<file path="src/rtl/rsa_pkg.sv">
// Shared RSA datapath definitions: key/exponent widths, multiplier latency, controller states.
// Latency: n/a (types and constants only).
// Backpressure: n/a.
package rsa_pkg;

  localparam int KEY_W  = 16;
  localparam int EXP_W  = 8;
  // start edge, then one edge per multiplier bit
  localparam int MM_LAT = KEY_W + 1;

  // Controller states shared by the public- and private-key exponentiators
  typedef enum logic [2:0] {
    ST_IDLE = 3'd0,
    ST_LOAD = 3'd1,
    ST_RED  = 3'd2,
    ST_MUL  = 3'd3,
    ST_SQR  = 3'd4,
    ST_FIN  = 3'd5
  } rsa_state_t;

endpackage

</file>
<file path="src/rtl/modmul_il.sv">
// Interleaved MSB-first shift-add modular multiplier: P = A*B mod n (requires B < n).
// Latency: WIDTH+1 cycles from the edge sampling start to the cycle where done is high.
// Backpressure: none; start is taken on any edge and restarts the unit, dropping a run in flight.
module modmul_il
  import rsa_pkg::*;
#(
  parameter int WIDTH = KEY_W
) (
  input  logic             clk,
  input  logic             rst_n,
  input  logic             start,
  input  logic [WIDTH-1:0] A,
  input  logic [WIDTH-1:0] B,
  input  logic [WIDTH-1:0] n,
  output logic             done,
  output logic [WIDTH-1:0] P
);

  localparam int CW = (WIDTH > 1) ? $clog2(WIDTH) : 1;

  logic [WIDTH-1:0] a_q;
  logic [WIDTH-1:0] b_q;
  logic [WIDTH-1:0] n_q;
  logic [WIDTH-1:0] p_q;
  logic [CW-1:0]    k_q;
  logic             run_q;

  logic [WIDTH+1:0] n_ext;
  logic [WIDTH+1:0] acc;
  logic [WIDTH+1:0] sub1;
  logic [WIDTH-1:0] p_nxt;

  // One iteration: 2P + (A[k] ? B : 0) stays below 3n, so two conditional subtractions bring it back under n
  always_comb begin
    n_ext = {2'b00, n_q};
    acc   = {1'b0, p_q, 1'b0} + (a_q[WIDTH-1] ? {2'b00, b_q} : '0);
    sub1  = (acc >= n_ext) ? (acc - n_ext) : acc;
    p_nxt = (sub1 >= n_ext) ? WIDTH'(sub1 - n_ext) : sub1[WIDTH-1:0];
  end

  // Operand capture on start, then WIDTH shift/accumulate steps; done pulses after the last step
  always_ff @(posedge clk or negedge rst_n) begin
    if (!rst_n) begin
      a_q   <= '0;
      b_q   <= '0;
      n_q   <= '0;
      p_q   <= '0;
      k_q   <= '0;
      run_q <= 1'b0;
      done  <= 1'b0;
    end else begin
      done <= 1'b0;
      if (start) begin
        a_q   <= A;
        b_q   <= B;
        n_q   <= n;
        p_q   <= '0;
        k_q   <= '0;
        run_q <= 1'b1;
      end else if (run_q) begin
        p_q <= p_nxt;
        a_q <= {a_q[WIDTH-2:0], 1'b0};
        if (k_q == CW'(WIDTH - 1)) begin
          run_q <= 1'b0;
          done  <= 1'b1;
        end else begin
          k_q <= k_q + 1'b1;
        end
      end
    end
  end

  assign P = p_q;

endmodule

</file>
<file path="src/rtl/rsa_encrypt.sv">
// RSA public-key exponentiation C = M^e mod n, constant-time right-to-left square-and-multiply.
// Latency: 1 + (2*EXP_WIDTH+1)*(WIDTH+1) cycles accept-to-done (290 at defaults); 2 cycles when n < 2.
// Backpressure: start is only sampled in IDLE; requests while busy are dropped, not queued.
module rsa_encrypt
  import rsa_pkg::*;
#(
  parameter int WIDTH     = KEY_W,
  parameter int EXP_WIDTH = EXP_W
) (
  input  logic                 clk,
  input  logic                 rst_n,
  input  logic                 start,
  input  logic [WIDTH-1:0]     M,
  input  logic [EXP_WIDTH-1:0] e,
  input  logic [WIDTH-1:0]     n,
  output logic [WIDTH-1:0]     C,
  output logic                 busy,
  output logic                 done,
  output logic                 err
);

  localparam int IW = (EXP_WIDTH > 1) ? $clog2(EXP_WIDTH) : 1;
  localparam logic [IW-1:0] LAST_IDX = IW'(EXP_WIDTH - 1);

  rsa_state_t           state;
  logic [EXP_WIDTH-1:0] e_q;
  logic [WIDTH-1:0]     n_q;
  logic [WIDTH-1:0]     result_q;
  logic [WIDTH-1:0]     base_q;
  logic [IW-1:0]        idx_q;
  logic                 bad_q;

  logic                 mm_start;
  logic [WIDTH-1:0]     mm_a;
  logic [WIDTH-1:0]     mm_b;
  logic [WIDTH-1:0]     mm_n;
  logic                 mm_done;
  logic [WIDTH-1:0]     mm_p;

  // Multiplier issue: the reduction M*1 is launched on the accept edge straight from the inputs,
  // and every later multiply is launched in the cycle the previous one reports done, using its
  // fresh product as the operand where the next step needs it.
  always_comb begin
    mm_start = 1'b0;
    mm_a     = result_q;
    mm_b     = mm_p;
    mm_n     = n_q;
    unique case (state)
      ST_IDLE: begin
        mm_start = start;
        mm_a     = M;
        mm_b     = WIDTH'(1);
        mm_n     = n;
      end
      ST_RED: begin
        mm_start = mm_done;
        mm_a     = result_q;
        mm_b     = mm_p;
      end
      ST_MUL: begin
        mm_start = mm_done;
        mm_a     = base_q;
        mm_b     = base_q;
      end
      ST_SQR: begin
        mm_start = mm_done && (idx_q != LAST_IDX);
        mm_a     = result_q;
        mm_b     = mm_p;
      end
      default: begin
        mm_start = 1'b0;
      end
    endcase
  end

  modmul_il #(
    .WIDTH(WIDTH)
  ) u_modmul (
    .clk  (clk),
    .rst_n(rst_n),
    .start(mm_start),
    .A    (mm_a),
    .B    (mm_b),
    .n    (mm_n),
    .done (mm_done),
    .P    (mm_p)
  );

  // Exponentiation controller: every exponent bit costs one multiply and one square regardless of its value
  always_ff @(posedge clk or negedge rst_n) begin
    if (!rst_n) begin
      state    <= ST_IDLE;
      e_q      <= '0;
      n_q      <= '0;
      result_q <= '0;
      base_q   <= '0;
      idx_q    <= '0;
      bad_q    <= 1'b0;
      C        <= '0;
      busy     <= 1'b0;
      done     <= 1'b0;
      err      <= 1'b0;
    end else begin
      done <= 1'b0;
      unique case (state)
        ST_IDLE: begin
          if (start) begin
            e_q   <= e;
            n_q   <= n;
            bad_q <= 1'b0;
            err   <= 1'b0;
            busy  <= 1'b1;
            state <= ST_LOAD;
          end
        end
        ST_LOAD: begin
          if (n_q < WIDTH'(2)) begin
            bad_q <= 1'b1;
            state <= ST_FIN;
          end else begin
            result_q <= WIDTH'(1);
            idx_q    <= '0;
            state    <= ST_RED;
          end
        end
        ST_RED: begin
          if (mm_done) begin
            base_q <= mm_p;
            state  <= ST_MUL;
          end
        end
        ST_MUL: begin
          if (mm_done) begin
            if (e_q[idx_q]) begin
              result_q <= mm_p;
            end
            state <= ST_SQR;
          end
        end
        ST_SQR: begin
          if (mm_done) begin
            base_q <= mm_p;
            if (idx_q == LAST_IDX) begin
              state <= ST_FIN;
            end else begin
              idx_q <= idx_q + 1'b1;
              state <= ST_MUL;
            end
          end
        end
        ST_FIN: begin
          C     <= bad_q ? '0 : result_q;
          err   <= bad_q;
          done  <= 1'b1;
          busy  <= 1'b0;
          state <= ST_IDLE;
        end
        default: begin
          state <= ST_IDLE;
        end
      endcase
    end
  end

endmodule
</file>
<file path="config.mk">
export PLATFORM = sky130hd
export DESIGN_NAME = rsa_encrypt
export DESIGN_NICKNAME = d
export VERILOG_FILES = /design/src/rtl/rsa_pkg.sv /design/src/rtl/modmul_il.sv /design/src/rtl/rsa_encrypt.sv
export SDC_FILE = /design/constraint.sdc
export NUM_CORES = 1
export LEC_CHECK = 0
export BUFFER_PORTS_ARGS = -buffer_cell sky130_fd_sc_hd__buf_2
export CAP_MARGIN = 0
export CORE_MARGIN = 2
export CORE_UTILIZATION = 62
export CTS_CLUSTER_DIAMETER = 50
export DETAILED_ROUTE_END_ITERATION = 16
export GPL_TIMING_DRIVEN = 0
export PLACE_DENSITY = 0.78
export SETUP_SLACK_MARGIN = 0.15
export SLEW_MARGIN = 20
export SYNTH_ARGS = -nofsm -noshare
export SYNTH_HDL_FRONTEND = slang
export SYNTH_SLANG_ARGS = --single-unit
export TNS_END_PERCENT = 1
</file>
<file path="constraint.sdc">
create_clock -name clk -period 7.7 [get_ports clk]
set_input_delay 0.77 -clock clk [delete_from_list [all_inputs] [get_ports clk]]
set_output_delay 0.77 -clock clk [all_outputs]
set_load 0.02 [all_outputs]
</file>
==> flow_metrics.py, run 1 <==
metrics = {
    "run_status": {
        "status": "complete, no violations",
    },
    "clocking": {
        "clock_tree.htree_level_count": 4,
        "path_clk_slew_ns": 0.06,
        "cts_bufs_inserted": 17,
        "clk_latency_ns": 0.43,
        "cts_buffer_depth": 2,
        "tritoncts": "yes",
        "clock_tree.root_cell": "clkbuf_16",
        "numClockSinks": 152,
    },
    "sta": {
        "worstMarginPinSlew_ns": 1.00,
        "crit_path_time_final_ns": 7.14,
        "timing.slew.headroom_pct": 32.6,
        "fin_tns_setup_ns": 0,
        "finalHoldViolCount": 0,
        "fmax_ghz": 0.140,
        "grt_setup_unrepaired": "no",
        "setup_viol": 0,
        "final.setup_skew_ns": 0.00954,
        "min_period_over_period_pct": 92.7,
        "maxSlewViolCount": 0,
    },
    "placed_design": {
        "detailed_place_hpwl_um": 17200,
        "globalplace.congestion": 0.927,
        "port_buffers": 61,
    },
    "logic_synthesis": {
        "yosys_warnings": 0,
        "synthFlopType": "dfrtp_1",
        "synth_cell_type_count": 63,
        "synth_sequential_area_ratio_pct": 40.8,
        "synth_enable_flop_cells": 0,
        "post_synth_instance_area_sq_um": 9330,
        "ys_ff_latch": 152,
        "synthTopCellsByArea": "dfrtp_1, ha_1, mux2_2",
        "synth_area_per_cell_sq_um": 9.65,
        "synthDominantCellAreaShare_pct": 40.8,
        "synth.largest_area_cell": "dfrtp_1",
        "async_reset_ff_share_pct": 100,
        "synth_fp_nets": 1062,
        "netlist_instances": 966,
    },
    "global_route": {
        "grt_max_degree": 86,
        "grt_overflow": 0,
        "grt_antenna_before_repair": 0,
        "first_global_vias": 7706,
        "grt_util_all_layers_pct": 29.7,
        "grt_pass1_wl_um": 38100,
    },
    "die": {
        "placeableCoreArea_sq_um": 14600,
        "die_area_sq_um": 16000,
        "floorplan.initialDensity_pct": 63.9,
        "die_height_um": 127,
        "design.portCount": 62,
        "floorplan.die.width_um": 127,
        "floorplan.rows": 44,
    },
    "setup_path": {
        "cp-startpoint": "u_modmul.a_q[15]",
        "setup.worst_path.class": "flop to flop",
        "crit_fanout": 10,
        "cp_slowest_cell": "or4_1",
        "end_kind": "flop",
        "r2r_start": "u_modmul.a_q[15]",
        "ff2ff_path_depth": 28,
        "crit_required_ns": 8.07,
        "top_delay_family_on_crit_path": "compound AO/OA/AOI/OAI gates",
        "critPathLaunchType": "flop",
        "timing.rr.end": "u_modmul.P[0]",
        "timing.critical_path.buf_inv": 4,
        "worst-r2r-setup-slack_ns": 0.56,
        "cp_data_arrival_time_ns": 7.50,
        "cp_slowest_stage_delay_ns": 0.49,
    },
    "route": {
        "wirelength_um": 23200,
        "routed-via-count": 7845,
        "ant_nets": 0,
        "drc": 0,
        "drt-wirelength-per-cell_um": 18.5,
        "detail_route.first_pass.iterations": 5,
        "vias_per_cell": 6.28,
        "detailedRoute.firstIterationViolations": 792,
    },
    "worst_hold_path": {
        "min_path_type": "input pin to asynchronous set/reset pin",
    },
    "final_layout": {
        "final_layout_size_suffix_gt1_share_pct": 15.7,
        "area.sequential_sq_um": 3800,
        "finish.net_count": 1149,
        "antenna_cells": 0,
        "fin_util_pct": 72.7,
        "multi_input_combinational_cell_area_sq_um": 5170,
        "areaGrowthSynthToFinish_pct": 13.7,
        "fillerInstances": 1106,
    },
    "run": {
        "timing.max_cap.violations": 0,
    },
}
[Yosys cell counts (5+ instances only)]
| cell type | count |
|---|---|
| xnor2_1 | 29 |
| o31ai_1 | 20 |
| nand2_1 | 57 |
| a22o_1 | 17 |
| mux2i_1 | 47 |
| nor3_1 | 13 |
| a221oi_1 | 15 |
| and3_1 | 5 |
| buf_1 | 5 |
| nor4_1 | 6 |
| xor2_1 | 12 |
| nand3_1 | 30 |
| nand4_1 | 10 |
| inv_1 | 43 |
| nand2b_1 | 8 |
| clkbuf_1 | 43 |
| a31oi_1 | 7 |
| nor2_1 | 76 |
| a211oi_1 | 20 |
| a21oi_1 | 67 |
| mux2_2 | 54 |
| dfrtp_1 | 152 |
| a21o_1 | 9 |
| o21ai_0 | 71 |
| and2_1 | 18 |
| ha_1 | 50 |
| o21a_1 | 11 |
| or4_1 | 6 |
| nor2b_1 | 10 |
[registers in the layout (all words and copies together), names as in the netlist]
signal	cells
u_modmul.k_q	4
done	1
base_q	16
err	1
u_modmul.done	1
bad_q	1
busy	1
u_modmul.P	16
n_q	16
u_modmul.b_q	16
e_q	8
C	16
state	3
u_modmul.a_q	16
result_q	16
idx_q	3
u_modmul.n_q	16
u_modmul.run_q	1
[how the worst max path moves through the flow]
stage,cells after the start,slack [ns],endpoint
after floorplan,27,1.36,u_modmul.P[0]
after CTS,28,0.36,u_modmul.P[11]
after global routing,28,0.17,u_modmul.P[0]
after detailed placement,28,0.44,u_modmul.P[11]
after global placement,28,0.49,u_modmul.P[10]
final,28,0.56,u_modmul.P[0]
[per-stage QoR]
stage / std cells / hold WS (ns) / cell area (sq um) / setup slack [ns]
2_1_floorplan: 966 / 0.450 / 9330 / 1.36
3_5_place_dp: 1212 / 0.465 / 9900 / 0.439
4_1_cts: 1244 / 0.306 / 10500 / 0.361
6_report: 1250 / 0.290 / 10600 / 0.562
3_3_place_gp: 1211 / 0.460 / 9860 / 0.490
5_1_grt: 1250 / 0.337 / 10600 / 0.170
[cell families (layout without fill, tap and decap cells)]
logic type | count (synthesis) | count (layout) | synth area share, %
xor gates and xnor gates | 41 | 41 | 3.85
and+or+nand+nor | 250 | 250 | 12.9
muxes | 103 | 103 | 12.0
buffers and inverters | 94 | 194 | 3.94
DFF | 152 | 152 | 40.8
adders and majority gates | 53 | 53 | 7.35
AOI/OAI and AO/OA | 273 | 273 | 19.2
[cells in the final DEF (no fill, tap or decap), types with 11 or more instances in the layout]
master	instances
a21oi_1	67
o21a_1	11
nor2_1	76
mux2_2	54
nand2_1	57
clkbuf_1	43
mux2i_1	47
inv_1	43
a221oi_1	15
and2_1	18
xor2_1	12
o21ai_0	70
nor3_1	13
a211oi_1	20
buf_2	60
nand3_1	30
ha_1	49
a22o_1	17
o31ai_1	19
dfrtp_1	152
clkbuf_16	17
xnor2_1	29
[cell type report]
class                   instances  area share [%]
multi-input cells             720            48.7
flip-flops and latches        152            35.9
clock buffers                  20            4.31
repair buffers                 68            3.66
well taps                     184            2.17
plain buffers                  51            1.96
clock inverters                12            1.78
inverters                      43            1.52
[repair_timing]
action / in CTS / in global routing
setup buffers: 0 / 6
setup endpoints to repair: 0 / 16
hold buffers: 0 / 0
resized for setup: 0 / 7
[metal layers]
layer	part of all wire, %	up-vias	global-route usage (%)	routed length, um
li1	-	3718	-	-
met1	44	3821	40.9	10200
met2	48	268	48.0	11100
met3	5.9	38	4.93	1370
met4	1.9	0	10.1	440
met5	0	-	0	0
Power of run 1 is not shown: default switching activity piles up to over one toggle a cycle in this logic, so the estimate is an artifact.
==> run 2, diff against run 1 <==
Settings changed: CORE_UTILIZATION 62 to 63, CTS_BUF_LIST from default to sky130_fd_sc_hd__clkbuf_4 sky130_fd_sc_hd__clkbuf_8, PLACE_DENSITY 0.78 to 0.79.
==> run 2 against run 1 <==
Cell area shrank 2.7%; hold slack got worse by 0.096 ns; die area fell by 1.5%; count of clock-buffer cells in the layout fell by 3; clock skew increased by 0.0075 ns; global-route usage up 0.25 points; critical endpoint is now u_modmul.P[7]; largest cell class unchanged.
==> flow_metrics.py, run 2 (synthesized netlist as in run 1, its figures left out) <==
metrics = {
    "sta": {
        "final.setup_skew_ns": 0.0170,
        "crit_path_time_final_ns": 7.19,
        "grt_setup_unrepaired": "no",
        "timing.slew.headroom_pct": 30.6,
        "maxSlewViolCount": 0,
        "fin_tns_setup_ns": 0,
        "fmax_ghz": 0.139,
        "min_period_over_period_pct": 93.4,
        "finalHoldViolCount": 0,
        "setup_viol": 0,
        "worstMarginPinSlew_ns": 1.03,
    },
    "die": {
        "floorplan.rows": 44,
        "die_height_um": 126,
        "design.portCount": 62,
        "die_area_sq_um": 15800,
        "floorplan.die.width_um": 126,
        "placeableCoreArea_sq_um": 14500,
        "floorplan.initialDensity_pct": 64.4,
    },
    "setup_path": {
        "crit_required_ns": 8.04,
        "timing.critical_path.buf_inv": 4,
        "end_kind": "flop",
        "crit_fanout": 10,
        "cp_data_arrival_time_ns": 7.53,
        "cp_slowest_stage_delay_ns": 0.48,
        "setup.worst_path.class": "flop to flop",
        "critPathLaunchType": "flop",
        "most_numerous_cell_on_the_critical_path": "ha_1",
        "worst-r2r-setup-slack_ns": 0.51,
        "top_delay_family_on_crit_path": "compound AO/OA/AOI/OAI gates",
        "cp_slowest_cell": "or4_1",
    },
    "route": {
        "drt-wirelength-per-cell_um": 18.5,
        "detail_route.first_pass.iterations": 5,
        "drc": 0,
        "wl_met2_um": 10800,
        "routed-via-count": 7746,
        "highest-signal-layer": "met4",
        "vias_per_cell": 6.22,
        "wirelength_um": 23000,
        "ant_nets": 0,
        "detailedRoute.firstIterationViolations": 620,
        "wirelength_met1_um": 10300,
        "wl_met3_um": 1440,
    },
    "clocking": {
        "cts_hold_buffers": 0,
        "path_clk_slew_ns": 0.09,
        "tritoncts": "yes",
        "clk_latency_ns": 0.49,
        "clock_tree.htree_level_count": 4,
        "cts_buffer_depth": 2,
        "clock_tree.root_cell": "clkbuf_8",
        "numClockSinks": 152,
        "cts_bufs_inserted": 17,
    },
    "worst_hold_path": {
        "min_path_type": "input pin to asynchronous set/reset pin",
    },
    "run_status": {
        "status": "complete, no violations",
    },
    "final_layout": {
        "most_used_cells_in_the_layout_excluding_fill_and_tap_cells": "dfrtp_1, nor2_1, o21ai_0",
        "final_common_cell": "dfrtp_1",
        "areaGrowthSynthToFinish_pct": 10.7,
        "antenna_cells": 0,
        "finish.net_count": 1145,
        "final_layout_size_suffix_gt1_share_pct": 15.2,
        "fin_util_pct": 71.3,
    },
    "placed_design": {
        "globalplace.congestion": 0.930,
        "detailed_place_hpwl_um": 17300,
        "port_buffers": 61,
    },
    "global_route": {
        "grt_util_all_layers_pct": 29.9,
        "grt_antenna_before_repair": 0,
        "grt_overflow": 0,
        "grt_pass1_wl_um": 37600,
        "first_global_vias": 7471,
        "grt_max_degree": 104,
    },
    "run": {
        "timing.max_cap.violations": 0,
    },
}
-- run 2: changes by cell type in the layout (fill, tap and decap cells not counted), moves of 2 or more --
cell       before  now
inv_6           2    4
clkbuf_16      17    0
clkbuf_8        2   17
bufinv_16       4    2
buf_4           8    4
-- run 2: worst paths after layout --
path	endpoint	depth (start not counted)	from
setup / recovery	u_modmul.P[7]	28	u_modmul.a_q[15]
hold / removal	n_q[4]	1	rst_n
max in group asynchronous	idx_q[1]	2	rst_n
hold reg to reg	C[12]	2	C[12]
setup reg to reg	u_modmul.P[7]	28	u_modmul.a_q[15]
min in group clk	C[12]	2	C[12]
-- run 2: per-stage QoR --
| step | area, sq um | std cells | setup WS [ns] | hold slack [ns] |
|---|---|---|---|---|
| floorplan | 9330 | 966 | 1.36 | 0.450 |
| finish | 10300 | 1245 | 0.509 | 0.194 |
| CTS | 10300 | 1243 | 0.156 | 0.202 |
| global placement | 9860 | 1211 | 0.299 | 0.461 |
| detailed placement | 9900 | 1212 | 0.212 | 0.460 |
| global route | 10300 | 1245 | 0.139 | 0.207 |
-- run 2: final cells by class --
cell class                      count  area [sq um]
Sequential cell                   152          3800
Timing Repair Buffer               64           358
Buffer                             51           208
Multi-Input combinational cell    720          5160
Tap cell                          184           230
Fill cell                        1106          4160
Clock buffer                       17           234
Clock inverter                     14           165
Inverter                           43           161
-- run 2: timing repair --
item                                    in CTS  in global routing
setup buffers                                0                  2
endpoints found under the setup margin       0                 16
gates resized for setup                      0                  5
-- run 2: layer usage --
layer / vias up / GRT usage (%)
li1: 3694 / -
met2: 240 / 48.3
met5: - / 0
met4: 0 / 9.02
met3: 41 / 5.82
met1: 3771 / 41.4
Power of run 2 is left out for the same reason.
